<file path="src/rtl/mem_bank.sv">
// Register-file memory bank with a rising-edge request strobe, fixed access latency,
// byte-enabled writes, registered read data and an out-of-range error flag.
module mem_bank #(
    parameter int unsigned DATA_W   = 32,
    parameter int unsigned ADDR_W   = 5,
    parameter int unsigned DEPTH    = 32,
    parameter int unsigned WAIT_CYC = 1
) (
    input  logic                sys_clk,
    input  logic                sys_rst,
    input  logic                sys_ctr,
    input  logic                sys_io,
    input  logic [ADDR_W-1:0]   sys_data_addr,
    input  logic [DATA_W-1:0]   sys_data_sv,
    input  logic [DATA_W/8-1:0] sys_be,
    output logic [DATA_W-1:0]   sys_data_rd,
    output logic                sys_done,
    output logic                sys_err
);

    localparam int unsigned BeW  = DATA_W / 8;
    localparam int unsigned IdxW = (DEPTH > 1) ? $clog2(DEPTH) : 1;

    typedef enum logic {StIdle, StWork} state_e;

    state_e              state_q, state_d;
    logic [3:0]          cnt_q, cnt_d;
    logic                ctr_q;
    logic                io_q;
    logic [ADDR_W-1:0]   addr_q;
    logic [DATA_W-1:0]   data_q;
    logic [BeW-1:0]      be_q;
    logic [DATA_W-1:0]   mem_q [DEPTH];
    logic [DATA_W-1:0]   rd_q;
    logic                err_q;

    logic                req;
    logic                accept;
    logic                complete;
    logic                in_range;
    logic [IdxW-1:0]     idx;

    assign req      = sys_ctr & ~ctr_q;
    assign in_range = 32'(addr_q) < DEPTH;
    assign idx      = addr_q[IdxW-1:0];

    always_comb begin
        state_d  = state_q;
        cnt_d    = cnt_q;
        accept   = 1'b0;
        complete = 1'b0;
        unique case (state_q)
            StIdle: begin
                if (req) begin
                    accept  = 1'b1;
                    state_d = StWork;
                    cnt_d   = '0;
                end
            end
            StWork: begin
                if (cnt_q == 4'(WAIT_CYC - 1)) begin
                    complete = 1'b1;
                    state_d  = StIdle;
                    cnt_d    = '0;
                end else begin
                    cnt_d = cnt_q + 4'd1;
                end
            end
            default: state_d = StIdle;
        endcase
    end

    // ctr_q resets high so a strobe held through reset is not seen as an edge
    always_ff @(posedge sys_clk) begin
        if (sys_rst) begin
            state_q <= StIdle;
            cnt_q   <= '0;
            ctr_q   <= 1'b1;
            io_q    <= 1'b0;
            addr_q  <= '0;
            data_q  <= '0;
            be_q    <= '0;
            rd_q    <= '0;
            err_q   <= 1'b0;
        end else begin
            state_q <= state_d;
            cnt_q   <= cnt_d;
            ctr_q   <= sys_ctr;
            if (accept) begin
                io_q   <= sys_io;
                addr_q <= sys_data_addr;
                data_q <= sys_data_sv;
                be_q   <= sys_be;
            end
            if (complete) begin
                err_q <= ~in_range;
                if (io_q) begin
                    rd_q <= in_range ? mem_q[idx] : '0;
                end
            end
        end
    end

    always_ff @(posedge sys_clk) begin
        if (sys_rst) begin
            for (int w = 0; w < int'(DEPTH); w++) begin
                mem_q[w] <= '0;
            end
        end else if (complete && !io_q && in_range) begin
            for (int b = 0; b < int'(BeW); b++) begin
                if (be_q[b]) begin
                    mem_q[idx][8*b +: 8] <= data_q[8*b +: 8];
                end
            end
        end
    end

    assign sys_data_rd = rd_q;
    assign sys_done    = (state_q == StIdle);
    assign sys_err     = err_q;

endmodule

</file>
<file path="config.mk">
export PLATFORM = sky130hd
export DESIGN_NAME = mem_bank
export DESIGN_NICKNAME = d
export VERILOG_FILES = /design/src/rtl/mem_bank.sv
export SDC_FILE = /design/constraint.sdc
export NUM_CORES = 2
export LEC_CHECK = 0
export BUFFER_PORTS_ARGS = -buffer_cell sky130_fd_sc_hd__buf_4
export CORE_UTILIZATION = 56
export DETAILED_ROUTE_END_ITERATION = 6
export HOLD_SLACK_MARGIN = 0.06
export PLACE_DENSITY = 0.76
export RECOVER_POWER = 100
export SLEW_MARGIN = 20
export SYNTH_ARGS = -nofsm -noshare
export SYNTH_HDL_FRONTEND = slang
export SYNTH_SLANG_ARGS = --single-unit
export TNS_END_PERCENT = 100
</file>
<file path="constraint.sdc">
create_clock -name sys_clk -period 2.3 [get_ports sys_clk]
set_input_delay 0.69 -clock sys_clk [delete_from_list [all_inputs] [get_ports sys_clk]]
set_output_delay 0.69 -clock sys_clk [all_outputs]
set_load 0.01 [all_outputs]
</file>
==> reports/summary.txt <==
number of levels the H-tree was split into - 3
Worst Reg2Reg Path Length in Cells - 5
nets - 3926
combined buffer and inverter count along the critical path - 1
mean number of vias per cell - 6.10
top cells by area in the synthesized netlist - edfxtp_1 (61%), and2_1 (10%), mux4_2 (5.9%), mux2i_1 (4.9%), dfxtp_1 (3.2%)
number of buffers added by the clock tree synthesis step - 110
post-synthesis instance total - 3627
violations in the final reports - capacitance limit, slew limit, setup timing
worst reg2reg path startpoint - addr_q[1]
TritonCTS Sinks - 1104
number of enable flip-flop cells after synthesis - 1024
sequential element share of the synthesized area - 0.641
Critical path destination - sys_data_rd[28]
buffer cell driving the clock tree root - clkbuf_16
launching element of the worst setup path - addr_q[1]
kind of critical path - flip-flop to flip-flop
most repeated cell in the gate-level netlist after synthesis - edfxtp_1
hold buffer count at CTS - 0
status - complete, but fails checks
fraction of synthesized cell area taken by the top area cell type - 0.609
pin count of the biggest net entering global routing - 77
total nets after synthesis - 3674
r2r setup slk - -0.008 ns
total power - 42.9 mW
max frequency - 0.433 GHz
final worst path period share - 1.00
share of layout cells above drive strength 1 - 0.197
worst slew margin relative to its limit - -0.0221
number of endpoints with negative hold slack in the final report - 0
Die Span Y - 302 um
Initial Utilization - 0.568
WL per Instance - 26.1 um
minimum clock period - 2.31 ns
vias - 31386
clock tree buffer depth - 3
Worst Setup End Kind - flip-flop
Overflow after GRT - 0
final routed wirelength across all metal layers - 134000 um
post-synthesis to final-layout area growth - 13.5%
die area - 91400 um2
worst vdd rail ir drop - 684 uV
type of the tightest min-delay check - input port to flip-flop
worst reg2reg endpoint - sys_data_rd[28]
number of remaining DRC errors - 0
top-level I/O count - 79
Yosys cell types - 51
CP cell instances - buf_8 -> mux2i_1 -> o22ai_1 -> nor4_1 -> a31oi_1
number of antenna violations at the first check in global routing - 2
synthesized flop and latch total - 1104
YS warnings - 0
largest fanout on the critical path - 33
Power Density - 749 nW/um2
violation count after the first detailed-routing iteration - 3404
leakage dissipation - 20.8 nW
Max Cap Violations - 1
clock transition time at the flip-flop clock pins of the worst setup and hold paths - 0.06 ns
final worst setup slack - -0.00840 ns
Top FF cell, synth - edfxtp_1
CTS tree - yes
total number of cells along the worst setup path - 5
DPL Wire Length - 88800 um
DR pass1 iterations - 6
average cell area after synthesis - 13.9 um2
die span in x - 302 um
worst skew pair latency - 0.68 ns
setup repair after global routing missed its margin - false
critical path launch point type - flip-flop
data required time at the worst endpoint - 2.84 ns
Mapped Area - 50500 um2
residual antenna-violating net count after detailed routing - 0
Crit-path slowest cell - dfxtp_4
actual slew at the worst max-slew pin - 1.53 ns
proportion of synthesized flip-flops having asynchronous set or reset - 0
number of setup violations in the final report - 1
row cnt - 109
final weighted congestion in routability-driven placement - 0.907
input/output buffers - 77
first-pass GRT wire length - 197000 um
instance area after placement - 54400 um2
delay of the slowest cell on the worst path - 0.56 ns
Worst Skew - 0.0339 ns
GRT Resource Usage Total - 0.296
Post-synth top cells - edfxtp_1 (1024), and2_1 (840), mux2i_1 (249), clkbuf_1 (202), and3_1 (201)
vias in the first global route - 30726
final design instance area without fill - 57300 um2
core area - 88900 um2
CP arrival - 2.85 ns
cell accounting for the most synthesized area - edfxtp_1
largest delay contributor family on the critical path - flip-flops
max-slew violations - 72
final cells by class:
| type | count | area [um2] |
|---|---|---|
| antenna | 2 | 5.00 |
| fill | 6445 | 31600 |
| timing repair buffer | 436 | 3100 |
| clock buffer | 146 | 3010 |
| sequential | 1104 | 32400 |
| tap | 1165 | 1460 |
| clock inverter | 63 | 604 |
| multi-input combinational | 2222 | 16800 |
| inverter | 5 | 18.8 |
cell usage in the layout (no fill, tap or decap), drive strengths merged, types with 8 or more instances in the layout:
| master | instances |
|---|---|
| mux2 | 41 |
| dfxtp | 80 |
| buf | 260 |
| inv | 8 |
| nand2 | 166 |
| nor4 | 32 |
| a41oi | 27 |
| nor2 | 116 |
| a22oi | 14 |
| clkbuf | 320 |
| clkinv | 44 |
| bufinv | 11 |
| o21bai | 30 |
| nand3 | 18 |
| mux2i | 249 |
| and2 | 840 |
| a21oi | 45 |
| and3 | 201 |
| or2 | 105 |
| a21o | 30 |
| mux4 | 132 |
| o22ai | 110 |
| edfxtp | 1024 |
power breakdown:
group | internal (mW) | switching [mW]
Clock | 10.4 | 7.62
Sequential | 22.5 | 0.262
Combinational | 0.791 | 1.33
Total | 33.7 | 9.21
worst min path at each step:
| stage | depth (start not counted) | slack (ns) | from | to |
|---|---|---|---|---|
| finish | 2 | 0.23 | sys_ctr | ctr_q |
| global route | 2 | 0.23 | sys_ctr | ctr_q |
| CTS | 2 | 0.22 | sys_ctr | ctr_q |
| detailed placement | 2 | 0.45 | data_q[16] | data_q[16] |
| global placement | 2 | 0.44 | data_q[3] | data_q[3] |
| floorplan | 2 | 0.46 | io_q | io_q |
metrics by stage:
stage / utilization / worst slack (ns) / hold slack [ns] / instances / setup TNS [ns]
global route: 0.645 / 0.000842 / 0.226 / 5142 / 0
finish: 0.645 / -0.00840 / 0.233 / 5143 / -0.00840
detailed placement: 0.612 / -0.206 / 0.448 / 4931 / -74.64
CTS: 0.653 / 0.0224 / 0.215 / 5140 / 0
global placement: 0.612 / -0.127 / 0.445 / 4931 / -42.20
floorplan: - / 0.0589 / 0.458 / 3627 / 0
per-layer routing:
layer	GRT usage	vias up	wire, um
met5	0	-	0
met4	0.118	0	5660
met3	0.0537	321	13300
met2	0.474	1664	64000
met1	0.403	15589	51200
li1	-	13812	-
logic make-up (layout without fill, tap and decap cells):
| kind of cell | Yosys count | in the layout | synth area share |
|---|---|---|---|
| and+or+nand+nor | 1521 | 1521 | 0.178 |
| DFF | 1104 | 1104 | 0.641 |
| muxes | 422 | 422 | 0.117 |
| buffers and inverters | 301 | 650 | 0.0274 |
| AOI/OAI and AO/OA | 276 | 276 | 0.0365 |
| adders and majority gates | 2 | 2 | 0.000495 |
| other | 1 | 3 | 0.0000743 |
sequential cells by signal (all words and copies together) (netlist names):
| signal | flops |
|---|---|
| addr_q | 5 |
| be_q | 4 |
| cnt_q | 4 |
| ctr_q | 1 |
| data_q | 32 |
| io_q | 1 |
| mem_q | 1024 |
| state_q | 1 |
| sys_data_rd | 32 |
what timing repair did:
action / CTS / global route
buffers inserted: 0 / 1
pin swaps: 0 / 2
endpoints found under the hold margin: 0 / 0
gates resized for setup: 1 / 12
setup endpoints to repair: 1 / 559
No activity file was read; power rests on OpenSTA's default activity.
